==> config.mk <==
export PLATFORM = sky130hd
export DESIGN_NAME = cache_mem_arbiter_flat
export DESIGN_NICKNAME = d
export VERILOG_FILES = /design/src/rtl/cpu_types_pkg.sv /design/src/rtl/cache_mem_arbiter_if.sv /design/src/rtl/arb_starve_ctr.sv /design/src/rtl/cache_mem_arbiter.sv /design/src/flat_wrapper.sv
export SDC_FILE = /design/constraint.sdc
export NUM_CORES = 1
export LEC_CHECK = 0
export ABC_AREA = 1
export CAP_MARGIN = 20
export CORE_AREA = 2 2 104 106
export DETAILED_ROUTE_END_ITERATION = 10
export DIE_AREA = 0 0 106 108
export PLACE_DENSITY = 0.69
export SETUP_SLACK_MARGIN = 0.1
export SLEW_MARGIN = 25
export SYNTH_ARGS = -nofsm -noshare
export SYNTH_HDL_FRONTEND = slang
export SYNTH_SLANG_ARGS = --single-unit
==> constraint.sdc <==
create_clock -name CLK -period 1.8 [get_ports CLK]
set_clock_uncertainty 0.2 [all_clocks]
set_input_delay 0.54 -clock CLK [delete_from_list [all_inputs] [get_ports CLK]]
set_output_delay 0.54 -clock CLK [all_outputs]
set_load 0.005 [all_outputs]
==> src/rtl/cpu_types_pkg.sv <==
// rtl/cpu_types_pkg.sv - shared RAM status and arbiter state types for the CPU memory path
package cpu_types_pkg;

  typedef enum logic [1:0] {
    FREE   = 2'd0,
    BUSY   = 2'd1,
    ACCESS = 2'd2,
    ERROR  = 2'd3
  } ramstate_t;

  typedef enum logic [1:0] {
    IDLE = 2'd0,
    IGNT = 2'd1,
    DGNT = 2'd2
  } arb_state_t;

  localparam int STARVE_W = 4;

  // Only ACCESS finishes a transfer; BUSY, FREE and ERROR all hold the grant.
  function automatic logic ram_done(input logic [1:0] rs);
    return rs == 2'(ACCESS);
  endfunction

endpackage

==> src/rtl/cache_mem_arbiter_if.sv <==
// rtl/cache_mem_arbiter_if.sv - requester and RAM side signals of the cache/memory arbiter
interface cache_mem_arbiter_if #(
  parameter int WORD_W = 32,
  parameter int ADDR_W = 32
);
  logic              iREN;
  logic [ADDR_W-1:0] iaddr;
  logic [WORD_W-1:0] iload;
  logic              iwait;
  logic              dREN;
  logic              dWEN;
  logic [ADDR_W-1:0] daddr;
  logic [WORD_W-1:0] dstore;
  logic [WORD_W-1:0] dload;
  logic              dwait;
  logic              ramREN;
  logic              ramWEN;
  logic [ADDR_W-1:0] ramaddr;
  logic [WORD_W-1:0] ramstore;
  logic [WORD_W-1:0] ramload;
  logic [1:0]        ramstate;

  modport slave (
    input  iREN, iaddr, dREN, dWEN, daddr, dstore, ramload, ramstate,
    output iload, iwait, dload, dwait, ramREN, ramWEN, ramaddr, ramstore
  );

  modport master (
    output iREN, iaddr, dREN, dWEN, daddr, dstore, ramload, ramstate,
    input  iload, iwait, dload, dwait, ramREN, ramWEN, ramaddr, ramstore
  );
endinterface

==> src/rtl/arb_starve_ctr.sv <==
// rtl/arb_starve_ctr.sv - saturating count of data grants won while fetch waits
module arb_starve_ctr
  import cpu_types_pkg::*;
#(
  parameter int STARVE_MAX = 4
) (
  input  logic CLK,
  input  logic nRST,
  input  logic inc,
  input  logic clr,
  output logic sat
);

  logic [STARVE_W-1:0] cnt_q, cnt_d;

  assign sat = (cnt_q == STARVE_W'(STARVE_MAX));

  always_comb begin
    cnt_d = cnt_q;
    if (clr) begin
      cnt_d = '0;
    end else if (inc && !sat) begin
      cnt_d = cnt_q + 1'b1;
    end
  end

  always_ff @(posedge CLK, negedge nRST) begin
    if (!nRST) begin
      cnt_q <= '0;
    end else begin
      cnt_q <= cnt_d;
    end
  end

endmodule

==> src/rtl/cache_mem_arbiter.sv <==
// rtl/cache_mem_arbiter.sv - single RAM port arbiter, data priority with fetch starvation bound
// Optional ARB_PERF_EN adds grant and stall performance counters.
module cache_mem_arbiter
  import cpu_types_pkg::*;
#(
  parameter int WORD_W     = 32,
  parameter int ADDR_W     = 32,
  parameter int STARVE_MAX = 4
) (
  input  logic                 CLK,
  input  logic                 nRST,
  cache_mem_arbiter_if.slave   bus
`ifdef ARB_PERF_EN
  ,
  output logic [31:0]          perf_igrants,
  output logic [31:0]          perf_dgrants,
  output logic [31:0]          perf_stalls
`endif
);

  arb_state_t state_q, state_d;
  logic       dreq;
  logic       ram_ok;
  logic       i_done;
  logic       d_done;
  logic       starve_sat;

  assign dreq   = bus.dREN | bus.dWEN;
  assign ram_ok = ram_done(bus.ramstate);
  assign i_done = (state_q == IGNT) && bus.iREN && ram_ok;
  assign d_done = (state_q == DGNT) && dreq && ram_ok;

  assign bus.iload = bus.ramload;
  assign bus.dload = bus.ramload;

  arb_starve_ctr #(
    .STARVE_MAX(STARVE_MAX)
  ) u_starve (
    .CLK (CLK),
    .nRST(nRST),
    .inc (d_done && bus.iREN),
    .clr (i_done || ((state_q == IDLE) && !bus.iREN)),
    .sat (starve_sat)
  );

  always_ff @(posedge CLK, negedge nRST) begin
    if (!nRST) begin
      state_q <= IDLE;
    end else begin
      state_q <= state_d;
    end
  end

  // Enables follow the live request so a dropped request aborts within the same cycle.
  always_comb begin
    state_d      = state_q;
    bus.ramREN   = 1'b0;
    bus.ramWEN   = 1'b0;
    bus.ramaddr  = ADDR_W'(0);
    bus.ramstore = WORD_W'(0);
    bus.iwait    = bus.iREN;
    bus.dwait    = dreq;
    case (state_q)
      IDLE: begin
        if (dreq && !(bus.iREN && starve_sat)) begin
          state_d = DGNT;
        end else if (bus.iREN) begin
          state_d = IGNT;
        end
      end
      IGNT: begin
        bus.ramaddr = bus.iaddr;
        bus.ramREN  = bus.iREN;
        bus.iwait   = bus.iREN && !ram_ok;
        if (!bus.iREN || ram_ok) begin
          state_d = IDLE;
        end
      end
      DGNT: begin
        bus.ramaddr  = bus.daddr;
        bus.ramstore = bus.dstore;
        bus.ramWEN   = bus.dWEN;
        bus.ramREN   = bus.dREN && !bus.dWEN;
        bus.dwait    = dreq && !ram_ok;
        if (!dreq || ram_ok) begin
          state_d = IDLE;
        end
      end
      default: begin
        state_d = IDLE;
      end
    endcase
  end

`ifdef ARB_PERF_EN
  logic [31:0] perf_igrants_q, perf_dgrants_q, perf_stalls_q;
  logic        granted;

  assign granted      = (state_q == IGNT) || (state_q == DGNT);
  assign perf_igrants = perf_igrants_q;
  assign perf_dgrants = perf_dgrants_q;
  assign perf_stalls  = perf_stalls_q;

  always_ff @(posedge CLK, negedge nRST) begin
    if (!nRST) begin
      perf_igrants_q <= '0;
      perf_dgrants_q <= '0;
      perf_stalls_q  <= '0;
    end else begin
      if (i_done) begin
        perf_igrants_q <= perf_igrants_q + 32'd1;
      end
      if (d_done) begin
        perf_dgrants_q <= perf_dgrants_q + 32'd1;
      end
      if (granted && !ram_ok) begin
        perf_stalls_q <= perf_stalls_q + 32'd1;
      end
    end
  end
`endif

endmodule

==> src/flat_wrapper.sv <==
// flat-port wrapper written by rule: the top's interface ports become plain ports
module cache_mem_arbiter_flat import cpu_types_pkg::*;
#(
  parameter int WORD_W     = 32,
  parameter int ADDR_W     = 32,
  parameter int STARVE_MAX = 4
)
  (CLK, nRST, bus_iREN, bus_iaddr, bus_dREN, bus_dWEN, bus_daddr, bus_dstore, bus_ramload, bus_ramstate, bus_iload, bus_iwait, bus_dload, bus_dwait, bus_ramREN, bus_ramWEN, bus_ramaddr, bus_ramstore);
  cache_mem_arbiter_if #(.WORD_W(WORD_W), .ADDR_W(ADDR_W)) bus_i ();
  input  logic CLK;
  input  logic nRST;
  input wire logic [$bits(bus_i.iREN)-1:0] bus_iREN;
  input wire logic [$bits(bus_i.iaddr)-1:0] bus_iaddr;
  input wire logic [$bits(bus_i.dREN)-1:0] bus_dREN;
  input wire logic [$bits(bus_i.dWEN)-1:0] bus_dWEN;
  input wire logic [$bits(bus_i.daddr)-1:0] bus_daddr;
  input wire logic [$bits(bus_i.dstore)-1:0] bus_dstore;
  input wire logic [$bits(bus_i.ramload)-1:0] bus_ramload;
  input wire logic [$bits(bus_i.ramstate)-1:0] bus_ramstate;
  output wire logic [$bits(bus_i.iload)-1:0] bus_iload;
  output wire logic [$bits(bus_i.iwait)-1:0] bus_iwait;
  output wire logic [$bits(bus_i.dload)-1:0] bus_dload;
  output wire logic [$bits(bus_i.dwait)-1:0] bus_dwait;
  output wire logic [$bits(bus_i.ramREN)-1:0] bus_ramREN;
  output wire logic [$bits(bus_i.ramWEN)-1:0] bus_ramWEN;
  output wire logic [$bits(bus_i.ramaddr)-1:0] bus_ramaddr;
  output wire logic [$bits(bus_i.ramstore)-1:0] bus_ramstore;
  assign bus_i.iREN = bus_iREN;
  assign bus_i.iaddr = bus_iaddr;
  assign bus_i.dREN = bus_dREN;
  assign bus_i.dWEN = bus_dWEN;
  assign bus_i.daddr = bus_daddr;
  assign bus_i.dstore = bus_dstore;
  assign bus_i.ramload = bus_ramload;
  assign bus_i.ramstate = bus_ramstate;
  assign bus_iload = bus_i.iload;
  assign bus_iwait = bus_i.iwait;
  assign bus_dload = bus_i.dload;
  assign bus_dwait = bus_i.dwait;
  assign bus_ramREN = bus_i.ramREN;
  assign bus_ramWEN = bus_i.ramWEN;
  assign bus_ramaddr = bus_i.ramaddr;
  assign bus_ramstore = bus_i.ramstore;
  cache_mem_arbiter #(.WORD_W(WORD_W), .ADDR_W(ADDR_W), .STARVE_MAX(STARVE_MAX)) u_core (.CLK(CLK), .nRST(nRST), .bus(bus_i));
endmodule
# Word level (Yosys, flattened, before mapping)
# Index checks and enable logic that the tools add are counted.
[op_classes]
muxes = 13
reduce_logical = 24
bitwise = 1
eq_ne = 7
addsub = 1
[op_table]
columns = ["op", "n"]
rows = [
  ["one-hot mux 32 bit (2 select lines)", 1],
  ["2-to-1 mux 32 bit", 1],
  ["logical AND 1 bit", 12],
  ["2-to-1 mux 2 bit", 4],
  ["2-to-1 mux 4 bit", 2],
  ["zero test 1 bit", 6],
  ["one-hot mux 2 bit (3 select lines)", 1],
  ["adder 4 x 1 -> 4 bit (second input constant)", 1],
  ["equality test 2 bit (second input constant)", 2],
  ["equality test 4 x 3 -> 1 bit (second input constant)", 1],
  ["!= test 2 bit (second input constant)", 2],
  ["logical OR 1 bit", 3],
  ["2-to-1 mux 1 bit", 3],
  ["!= test 3 bit (second input constant)", 1],
  ["AND reduction 3 bit", 1],
  ["equality test 2 x 1 -> 1 bit (second input constant)", 1],
  ["zero test 2 bit", 1],
  ["one-hot mux 1 bit (2 select lines)", 1],
  ["nonzero test 2 bit", 1],
  ["OR 1 bit", 1],
]
[totals]
register_bits = 6
output_inout_bits = 132
wordCells = 48
input_bits = 135

# Depth between registers and ports, before layout
# Gate-level depths: netlist of run 1.
[logic_depth]
depth_word = 7
mapped_depth = 10
ltp_nobuf = 9

# Cells and area by module
# From an unflattened synthesis of run 1, not the netlist that was laid out.
[hier_totals]
cells_unflattened = 314
hier_area_um2 = 1695.4
[by_module_without_submodules]
columns = ["mod", "area_each_um2", "seq_area_each_um2", "cells_per_inst", "instances"]
rows = [
  ["cache_mem_arbiter", 1442.6, 50.0, 282, 1],
  ["arb_starve_ctr", 252.7, 100.1, 32, 1],
]

# Worst setup path after synthesis of run 1
# Ideal clock, no wire load.
[synth_timing]
kind = "register -> output"
startpoint = "reg u_core.state_q[0]"
endpoint = "out bus_ramREN"
required_ps = 1060
arrival_time_ps = 1152
n_path_buf = 1
setup_slack_ps = -92
stages_incl_launch_ff = 6
path_cell_list = "dfrtp_1 > inv_1 > ha_1 > inv_1 > buf_1 > a21oi_1"
[synth_via]
elab_chain_cells = 2
word_cells_on_any_way = 3
classes_between = "eq/ne: 2; mux: 1"
[synth_lines]
columns = ["item", "line", "rtl"]
rows = [
  ["start, declared", "cache_mem_arbiter.sv:21", "arb_state_t state_q, state_d;"],
  ["start signal, assigned", "cache_mem_arbiter.sv:50", "state_q <= state_d;"],
  ["equality test 2 bit or equality test 2 x 1 -> 1 bit (tied branches)", "cache_mem_arbiter.sv:63", "case (state_q)"],
  ["one-hot mux 1 bit (2 select lines) *", "cache_mem_arbiter.sv:63", ""],
  ["end, declared", "flat_wrapper.sv:24", "output wire logic [$bits(bus_i.ramREN)-1:0] bus_ramREN;"],
]
# Every way passes the cells marked *; elsewhere a longest branch is shown, timed or not.

# Worst setup path in the final report of run 1
[layout_timing]
startpoint = "reg u_core.state_q[0]"
endpoint = "out bus_iwait"
[layout_via]
elab_chain_cells = 2
[layout_lines]
columns = ["item", "line", "rtl"]
rows = [
  ["equality test 2 x 1 -> 1 bit", "cache_mem_arbiter.sv:63", ""],
  ["2-to-1 mux 1 bit", "cache_mem_arbiter.sv:63", ""],
  ["end, declared", "flat_wrapper.sv:21", "output wire logic [$bits(bus_i.iwait)-1:0] bus_iwait;"],
]
# No other way between the ends.

==> results of run 1 <==
-- flip-flops by register name (all words and copies together), names as in the netlist --
register               cells
u_core.u_starve.cnt_q      4
u_core.state_q             2
-- synth_stat cells --
| cell | instances |
|---|---|
| a21oi_1 | 34 |
| nand4_1 | 2 |
| inv_1 | 39 |
| nor2_4 | 2 |
| buf_6 | 1 |
| xnor2_1 | 1 |
| buf_2 | 7 |
| nand2_2 | 5 |
| ha_1 | 5 |
| nand3_2 | 1 |
| buf_4 | 68 |
| o21ai_0 | 1 |
| o21ai_1 | 1 |
| buf_1 | 3 |
| nand3_1 | 9 |
| nand2_1 | 117 |
| nor2_2 | 2 |
| o21ai_2 | 1 |
| dfrtp_1 | 6 |
| nor2_1 | 8 |
| inv_2 | 10 |
-- final timing paths --
check                                              start                                   end  slack (ns)  cells after the start
setup / recovery           u_core.state_q[0]$_DFFE_PN0P_                             bus_iwait       -0.59                     10
hold / removal             u_core.state_q[0]$_DFFE_PN0P_         u_core.state_q[0]$_DFFE_PN0P_        0.35                      2
setup reg to reg           u_core.state_q[0]$_DFFE_PN0P_  u_core.u_starve.cnt_q[1]$_DFFE_PN0P_       -0.33                     14
hold reg to reg            u_core.state_q[0]$_DFFE_PN0P_         u_core.state_q[0]$_DFFE_PN0P_        0.35                      2
max in group asynchronous                           nRST  u_core.u_starve.cnt_q[3]$_DFFE_PN0P_        0.82                      1
min in group asynchronous                           nRST         u_core.state_q[1]$_DFFE_PN0P_        0.37                      1
-- power by group through the flow --
stage | registers, W | clock network (W) | logic, W
2_1_floorplan | 0.000243 | 0 | 0.00180
3_3_place_gp | 0.000253 | 0 | 0.00324
3_5_place_dp | 0.000261 | 0 | 0.00326
4_1_cts | 0.000260 | 0.000200 | 0.00577
5_1_grt | 0.000269 | 0.000210 | 0.00629
6_report | 0.000262 | 0.000194 | 0.00593
-- cells by family (layout without fill, tap and decap cells) --
logic type                 Yosys count  after routing  share of synthesized area, %
and+or+nand+nor                    146            146                         34.16
buffers and inverters              128            282                         42.59
AOI/OAI and AO/OA                   37             37                         10.70
DFF                                  6              6                         8.504
adders and majority gates            5              5                         3.544
xor gates and xnor gates             1              1                        0.4962
-- repair_timing --
item	CTS	global route
gates resized for setup	412	80
gates cloned	14	0
setup endpoints to repair	74	74
pin swaps	31	25
hold endpoints to repair	0	0
setup buffers	29	5
-- metal layers --
metal	global-route usage, %	part of all wire [%]	vias to the layer above	wire length [microns]
li1	-	-	1209	-
met5	0	0	-	0
met2	27.47	52	148	4804
met1	15.82	38	1145	3492
met4	3.759	1.5	0	139
met3	5.726	8.9	21	823
-- area by class of cell --
type / instances / share of cell area, %
inverter: 49 / 4.597
sequential: 6 / 3.384
timing repair buffer: 230 / 55.22
tap: 136 / 3.835
multi-input combinational: 189 / 32.04
clock buffer: 3 / 0.9306
-- stage by stage --
step | cell area, sq um | TNS, ns | power [W] | std cells | util [%]
6_report | 4437 | -31.44 | 0.006387 | 613 | 43.37
5_1_grt | 4437 | -35.82 | 0.006764 | 613 | 43.37
4_1_cts | 4234 | -33.59 | 0.006232 | 614 | 41.38
3_5_place_dp | 3352 | -43.31 | 0.003520 | 569 | 32.76
3_3_place_gp | 3352 | -42.59 | 0.003490 | 569 | 32.76
2_1_floorplan | 1914 | -0.01849 | 0.002046 | 323 | -
-- critical path, delay by kind of cell (launching register included) --
kind	cells	cell delay, ns
buffers and inverters	6	0.67
DFF	1	0.40
adders and majority gates	1	0.17
and+or+nand+nor	2	0.14
AOI/OAI and AO/OA	1	0.05
==> flow_summary.yaml, run 1 <==
job:
  maxCapViolCount: 0
layout:
  diodes: 0
  final_layout_size_suffix_gt1_share_pct: 59.12
  multi_input_area_sq_um: 1421
  final_cell_mix: "clkdlybuf4s50_1, nand2_1, buf_2"
  num-fill-cells: 972
  area_growth_pct: 151.3
  num-nets-final: 619
  final_common_cell: "clkdlybuf4s50_1"
  ff_latch_area_sq_um: 150.1
clock_network:
  htree_levels: 1
  clk_latency_ns: 0.22
  cts_sinks: 6
  numCtsBuffers: 3
  cts_tree: "built"
  clockRootBuffer: "clkbuf_8"
  hold_buffers: 0
  clock_path_buffers: 2
  clk_pin_slew_ns: 0.03
synth:
  synth-seq-cells: 6
  synth_area_sq_um: 1765
  yosysTopAreaCell: "buf_4"
  synth_cell_types: 21
  synth.top_cell.area_share_pct: 28.92
  synth_cells: 323
  synth.top_cells.by_area: "buf_4, nand2_1, a21oi_1, dfrtp_1, inv_1"
  syn_avg_cell_area_sq_um: 5.466
  ys_warn_count: 0
  yosysSeqAreaShare_pct: 8.505
  synth_nets: 463
timing:
  setup_viol: 74
  max_freq_mhz: 418.8
  hold_viol: 0
  hold-worst-slack_ns: 0.3475
  fin_crit_sh_pct: 132.7
  finalMaxSlewViolations: 0
  slew_headroom_pct: 81.48
  layout_setup_ws_ns: -0.5878
  rsz0062_at_grt: "yes"
  tightestPinTransition_ns: 0.2770
  min_period_ns: 2.388
placed_design:
  dp_hpwl_microns: 5590
  pre_cts_slack_ns: -0.8112
  portBuffers: 170
  gp_congestion: 0.8068
critical_path:
  critPathMaxStageDelay_ns: 0.40
  crit_fanout: 5
  crit_type: "register to primary output"
  worst-endpoint-arrival_ns: 1.65
  cp-end-kind: "primary output"
  cp_slowest_cell: "dfrtp_1"
  path_common_cell: "buf_12"
  startpoint_type: "register"
  cp.required_ns: 1.06
  path_cells: "buf_6, ha_4, buf_12, buf_12, buf_12, nand2_8, inv_2, nand2_2, o21ai_2, buf_2"
power_and_ir_drop:
  switching_share_pct: 43.58
  power.density_nw_per_um2: 1440
  vdd_drop_max_mv: 0.6142
  leakage_nw: 2.223
  pwr-share-clk_pct: 3.0
  intPower_w: 0.003603
  power_frac_seq_pct: 4.1
  power_switching_w: 0.002783
  combPwrFrac_pct: 92.9
global_route:
  grt_max_degree: 12
  antenna_found_initial: 0
  grt_pass1_wl_microns: 13260
  grt_pass1_vias: 2640
  grt_usage_pct: 14.82
  overflow: 0
outcome:
  violations: "setup timing"
  status: "complete, but fails checks"
worst_hold_path:
  holdCritPathClass: "register to register"
route:
  vias: 2523
  wire_per_inst_microns: 15.11
  drtIter0Drc: 69
  ant_nets: 0
  totalWireLength_microns: 9260
  drt_pass1_iterations: 4
  via_per_inst: 4.116
  drcViolationCount: 0
floorplan:
  num_rows: 37
  io_pins: 267
  dieWidth_microns: 106
  core_area_sq_um: 10230
  die_area_sq_um: 11450
  die_height_microns: 108
  start_util_pct: 17.26
Note: power is estimated with default switching activity, not from simulation.
==> run 2: changes to the inputs <==
ABC_CLOCK_PERIOD_IN_PS = 1800   (was default)
==> results of run 2 <==
Same layout as run 1: the final DEF is identical, and so are final timing and power.
